$ cat config.mk
export PLATFORM = sky130hd
export DESIGN_NAME = cook_sequencer
export DESIGN_NICKNAME = d
export VERILOG_FILES = /design/src/rtl/cook_sequencer.sv
export SDC_FILE = /design/constraint.sdc
export NUM_CORES = 1
export LEC_CHECK = 0
export BUFFER_PORTS_ARGS = -buffer_cell sky130_fd_sc_hd__buf_2
export CAP_MARGIN = 0
export CORE_MARGIN = 2
export CORE_UTILIZATION = 45
export CTS_CLUSTER_DIAMETER = 40
export DETAILED_ROUTE_END_ITERATION = 16
export GPL_TIMING_DRIVEN = 0
export HOLD_SLACK_MARGIN = 0.05
export PLACE_DENSITY = 0.65
export SLEW_MARGIN = 20
export SYNTH_ARGS = -nofsm -noshare
export SYNTH_HDL_FRONTEND = slang
export SYNTH_SLANG_ARGS = --single-unit
$ cat constraint.sdc
create_clock -name clk -period 3.31 [get_ports clk]
set_input_delay 0.662 -clock clk [delete_from_list [all_inputs] [get_ports clk]]
set_output_delay 0.662 -clock clk [all_outputs]
set_load 0.02 [all_outputs]
$ cat src/rtl/cook_sequencer.sv
// Microwave cook sequencer: keypad digit buffer, start/stop/clear handling,
// 1 Hz prescaler for the external countdown and the end-of-cook beep timer.
module cook_sequencer #(
  parameter int CLK_HZ    = 100,
  parameter int BEEP_SECS = 3
) (
  input  logic       clk,
  input  logic       resetn,
  input  logic       startn,
  input  logic       stopn,
  input  logic       clearn,
  input  logic       door_closed,
  input  logic       key_valid,
  input  logic [3:0] key_digit,
  input  logic       timer_zero,
  output logic       load_en,
  output logic [3:0] load_min,
  output logic [3:0] load_sec_tens,
  output logic [3:0] load_sec_ones,
  output logic       count_en,
  output logic       tick_1hz,
  output logic       mag_on,
  output logic       beep,
  output logic [2:0] state
);

  typedef enum logic [2:0] {
    IDLE  = 3'd0,
    ENTRY = 3'd1,
    COOK  = 3'd2,
    PAUSE = 3'd3,
    DONE  = 3'd4
  } state_t;

  localparam int BEEP_CYCLES = BEEP_SECS * CLK_HZ;
  localparam int PW = $clog2(CLK_HZ + 1);
  localparam int BW = $clog2(BEEP_CYCLES + 1);
  localparam logic [PW-1:0] PRESC_LAST = PW'(CLK_HZ - 1);
  localparam logic [BW-1:0] BEEP_LAST  = BW'(BEEP_CYCLES - 1);

  state_t        cur_state;
  state_t        next_state;
  logic [3:0]    buf_min;
  logic [3:0]    buf_tens;
  logic [3:0]    buf_ones;
  logic [PW-1:0] presc;
  logic [BW-1:0] beep_cnt;
  logic          start_prev;
  logic          start_evt;
  logic          start_ok;
  logic          key_shift;
  logic          accept_load;
  logic          clear_all;
  logic          done_exit;

  assign start_evt = start_prev & ~startn;
  assign start_ok  = door_closed && ({buf_min, buf_tens, buf_ones} != 12'd0) && (buf_tens <= 4'd5);
  assign state     = cur_state;

  // Next-state decode; clear beats everything, then timer/door/stop/start/key in that order
  always_comb begin
    next_state  = cur_state;
    key_shift   = 1'b0;
    accept_load = 1'b0;
    clear_all   = 1'b0;
    done_exit   = 1'b0;
    if (!clearn) begin
      next_state = IDLE;
      clear_all  = 1'b1;
    end else begin
      case (cur_state)
        IDLE: begin
          if (key_valid) begin
            key_shift  = 1'b1;
            next_state = ENTRY;
          end
        end
        ENTRY: begin
          if (start_evt) begin
            if (start_ok) begin
              accept_load = 1'b1;
              next_state  = COOK;
            end
          end else if (key_valid) begin
            key_shift = 1'b1;
          end
        end
        COOK: begin
          if (timer_zero) begin
            next_state = DONE;
          end else if (!door_closed || !stopn) begin
            next_state = PAUSE;
          end
        end
        PAUSE: begin
          if (door_closed && stopn && start_evt) begin
            next_state = COOK;
          end
        end
        DONE: begin
          if (beep_cnt == BEEP_LAST) begin
            next_state = IDLE;
            done_exit  = 1'b1;
          end
        end
        default: next_state = IDLE;
      endcase
    end
  end

  // State register
  always_ff @(posedge clk or negedge resetn) begin
    if (!resetn) cur_state <= IDLE;
    else         cur_state <= next_state;
  end

  // Previous startn level for falling-edge start detection
  always_ff @(posedge clk or negedge resetn) begin
    if (!resetn) start_prev <= 1'b1;
    else         start_prev <= startn;
  end

  // Keypad digit buffer, shifts left on each accepted digit
  always_ff @(posedge clk or negedge resetn) begin
    if (!resetn) begin
      buf_min  <= 4'd0;
      buf_tens <= 4'd0;
      buf_ones <= 4'd0;
    end else if (clear_all || done_exit) begin
      buf_min  <= 4'd0;
      buf_tens <= 4'd0;
      buf_ones <= 4'd0;
    end else if (key_shift) begin
      buf_min  <= buf_tens;
      buf_tens <= buf_ones;
      buf_ones <= key_digit;
    end
  end

  // Prescaler counts cycles spent cooking and holds its value across a pause
  always_ff @(posedge clk or negedge resetn) begin
    if (!resetn) begin
      presc <= '0;
    end else if (clear_all || accept_load) begin
      presc <= '0;
    end else if (next_state == COOK) begin
      presc <= (presc == PRESC_LAST) ? '0 : presc + 1'b1;
    end
  end

  // Beep duration counter, only runs while staying in DONE
  always_ff @(posedge clk or negedge resetn) begin
    if (!resetn) begin
      beep_cnt <= '0;
    end else if (cur_state == DONE && next_state == DONE) begin
      beep_cnt <= beep_cnt + 1'b1;
    end else begin
      beep_cnt <= '0;
    end
  end

  // Registered outputs derived from the upcoming state
  always_ff @(posedge clk or negedge resetn) begin
    if (!resetn) begin
      load_en       <= 1'b0;
      load_min      <= 4'd0;
      load_sec_tens <= 4'd0;
      load_sec_ones <= 4'd0;
      count_en      <= 1'b0;
      tick_1hz      <= 1'b0;
      mag_on        <= 1'b0;
      beep          <= 1'b0;
    end else begin
      load_en       <= accept_load;
      load_min      <= accept_load ? buf_min  : 4'd0;
      load_sec_tens <= accept_load ? buf_tens : 4'd0;
      load_sec_ones <= accept_load ? buf_ones : 4'd0;
      count_en      <= (next_state == COOK);
      mag_on        <= (next_state == COOK);
      tick_1hz      <= (next_state == COOK) && !accept_load && (presc == PRESC_LAST);
      beep          <= (next_state == DONE);
    end
  end

endmodule

==> key figures <==
Detailed routing
  – Wl on met1: 1.93 mm
  – Met3 WL: 179 µm
  – Routed length per instance: roughly 14 µm
  – Via/cell ratio: 5.30
  – DRT Pass-1 Iters: 4
  – DRC: 0
  – Highest metal used: met4
  – Antenna-violating nets left: 0
  – Met2 routed WL: 1.74 mm
  – DRT Wirelength: 3.93 mm
  – DR iter-0 viols: 88
  – Vias: 1531

Synthesis
  – Mapped Cells: 197
  – Synthesis Warnings: 0
  – Library cells used by synthesis: 45
  – Post-synth ARST share: 100%
  – Sequential-to-total area share from yosys stat: 55.7%
  – Top_reg_cell synth: dfrtp_1
  – Avg Inst Size Synth: 10.9 µm²
  – Top cell type's share of synthesized area: 54.5%
  – Post-synth EDFFs: 0
  – FF+latch count, synth: 48
  – Post-Syn Nets: 211
  – Netlist Area Pre-Place: 2160 µm²
  – Top post-synthesis cells by area: dfrtp_1 (55%), mux2i_1 (6.0%), nor2_1 (4.9%)
  – Largest area contributor in the netlist: dfrtp_1

CTS
  – Clock Path Buffers: 2
  – Postcts setup bufs: 0
  – CTS Hold Bufs: 0
  – Clock transition at the registers of the reported paths: approximately 90 ps
  – CTS H-Tree Depth: 2
  – Clk root buf: clkbuf_8
  – Clk_lat worst skew: 300 ps
  – TritonCTS clock tree: done
  – CTS resizes: 0
  – Clk sinks: 48
  – TritonCTS Buffers: 5

Timing
  – Max Clock Freq: 433 MHz
  – Relative slew slack: about 54%
  – RSZ-0062 raised after global routing: no
  – Post-Route Skew: between 4 and 5 ps
  – Final Cycle Share: 69.8%
  – Worst hold slack: approximately 350 ps
  – Slew at the pin closest to its max-slew limit: 694 ps
  – Final Max Slew Viols: 0
  – Final setup viols: 0
  – Fin crit period: 2310 ps
  – Fin Setup TNS: 0 ps
  – Final hold vios: 0

Setup path
  – Kind of critical path: register to register
  – Critical Path Stages: 7
  – Crit. End Element: register
  – Worst Path Arrival: 2540 ps
  – Crit-path leading delay family: simple AND/OR/NAND/NOR gates
  – CP bufs+invs: 2
  – Worst setup startpoint: state[2]
  – Worst path slowest cell: or4_1
  – Reg2Reg Depth: 7
  – Max FO, Critical Path: 10
  – Type of origin of the critical path: register
  – Crit-path cells: buf_2 -> or3b_4 -> a211oi_4 -> a22oi_2 -> buf_6 -> or4_1 -> a21oi_1
  – Worst Path Required: about 3500 ps
  – Reg2reg start: state[2]
  – Max incr delay on CP: 500 ps

Layout
  – Multi-input logic area: 905 µm²
  – Commonest non-fill, non-tap cell in the layout: dfrtp_1
  – Antenna diodes: 0
  – Most frequent cells in the layout: dfrtp_1 (47), buf_2 (30), nor2_1 (28), mux2i_1 (13), and2_1 (10)
  – Share of cells above drive strength 1: 19.6%
  – Reg area: 1200 µm²
  – Final net count: 248
  – # fillers: 415
  – Area delta synth->final: 15.5%

Floorplanning
  – I/O Pins: 32
  – Die H: around 73 µm
  – Initial core utilization: a little under half
  – Core Area: around 4700 µm²
  – Row count: 25
  – Die area: between 5000 and 6000 µm²
  – Die Wd: 73.2 µm

Global route
  – Largest net degree at the start of global routing: 49
  – First-pass GRT wire length: between 6 and 7 mm
  – Gr usage total: 16.3%
  – Vias in the first global route: roughly 1400
  – GRT overflow: 0
  – Initial antenna violation count: 0

Placement
  – RePlAce Congestion: 0.773
  – Count of buffers from port buffering: 30
  – DP Wirelength: 2.70 mm

Power
  – Peak VDD IR: 0.000261 V
  – Leak pwr: about 1.2 nW
  – Logic pwr share: between 7 and 8%
  – Internal Power: around 0.00085 W
  – Psw: 0.000264 W
  – Flop pwr share: 54.4%
  – Pwr Density: 448 nW/µm²
  – Switching Share: 23.6%
  – Clock power frac: ~39%

Job
  – Max-cap violations: 0

Run status
  – Status: finished, final reports clean

Worst hold path
  – Hold WC Path Type: input port to asynchronous set/reset pin
synth_stat cells (2+ instances only):
library cell / n
a21oi_1: 9
and2_1: 10
and3_1: 7
clkbuf_1: 4
dfrtp_1: 47
ha_1: 2
inv_1: 2
mux2i_1: 13
nand2_1: 7
nand2b_1: 2
nand3_1: 9
nand3b_1: 2
nand4_1: 2
nand4bb_1: 2
nor2_1: 28
nor2b_1: 2
nor3b_1: 4
nor4_1: 5
o21ai_0: 4
o31ai_1: 3
or4_1: 4
xnor2_1: 4
xor2_1: 3
layer usage:
| metal | track usage (%) | vias up |
|---|---|---|
| li1 | - | 772 |
| met1 | 23.3 | 722 |
| met2 | 22.8 | 29 |
| met3 | 4.28 | 8 |
| met4 | 8.02 | 0 |
| met5 | 0 | - |
state kept, by name, summed over array words and instances (netlist names):
register / count
buf_tens: 4
load_sec_ones: 4
buf_ones: 4
start_prev: 1
load_min: 4
beep_cnt: 9
state: 3
buf_min: 4
mag_on: 1
tick_1hz: 1
presc: 7
beep: 1
load_sec_tens: 4
load_en: 1
kinds of logic after synthesis:
logic type / after synthesis / synth area share (%)
mux: 13 / 6.03
fa+ha+maj: 2 / 1.16
other cells: 1 / 0.174
buf+inv: 10 / 2.32
xor+xnor: 7 / 2.84
compound gates: 24 / 7.95
flops: 48 / 55.7
simple gates: 92 / 23.8
power by group through the flow:
stage	sequential, W	clock [W]	combinational (W)
6_report	0.000607	0.000429	0.0000798
5_1_grt	0.000609	0.000466	0.0000906
4_1_cts	0.000607	0.000447	0.0000812
3_5_place_dp	0.000618	0	0.0000809
3_3_place_gp	0.000618	0	0.0000806
2_1_floorplan	0.000618	0	0.0000467
final cells by class:
class                   instances  share of cell area [%]
flip-flops and latches         48                    48.2
multi-input cells             139                    36.3
repair buffers                 30                    6.12
clock buffers                   5                    2.76
well taps                      54                    2.71
clock inverters                 3                    1.86
plain buffers                   8                    1.71
inverters                       2                   0.301
path summary, 6_finish.rpt:
kind | endpoint | slack (ps)
min in group clk | beep_cnt[0] | 460
min | presc[3] | 350
max reg2reg | presc[0] | 1000
max | presc[0] | 1000
max in group asynchronous | load_sec_tens[3] | 2560
min reg2reg | beep_cnt[0] | 460
metrics by stage:
step                      worst slack (ps)  cell area (µm²)  instances  power (W)  utilization (%)
after floorplan                       1080             2160        197   0.000665                -
after global placement                 824             2370        281   0.000699             51.0
after detailed placement               827             2370        281   0.000699             51.0
after CTS                              998             2490        289    0.00113             53.4
after global routing                   846             2490        289    0.00117             53.5
final                                  999             2490        289    0.00112             53.5
(Power assumes the default switching activity.)
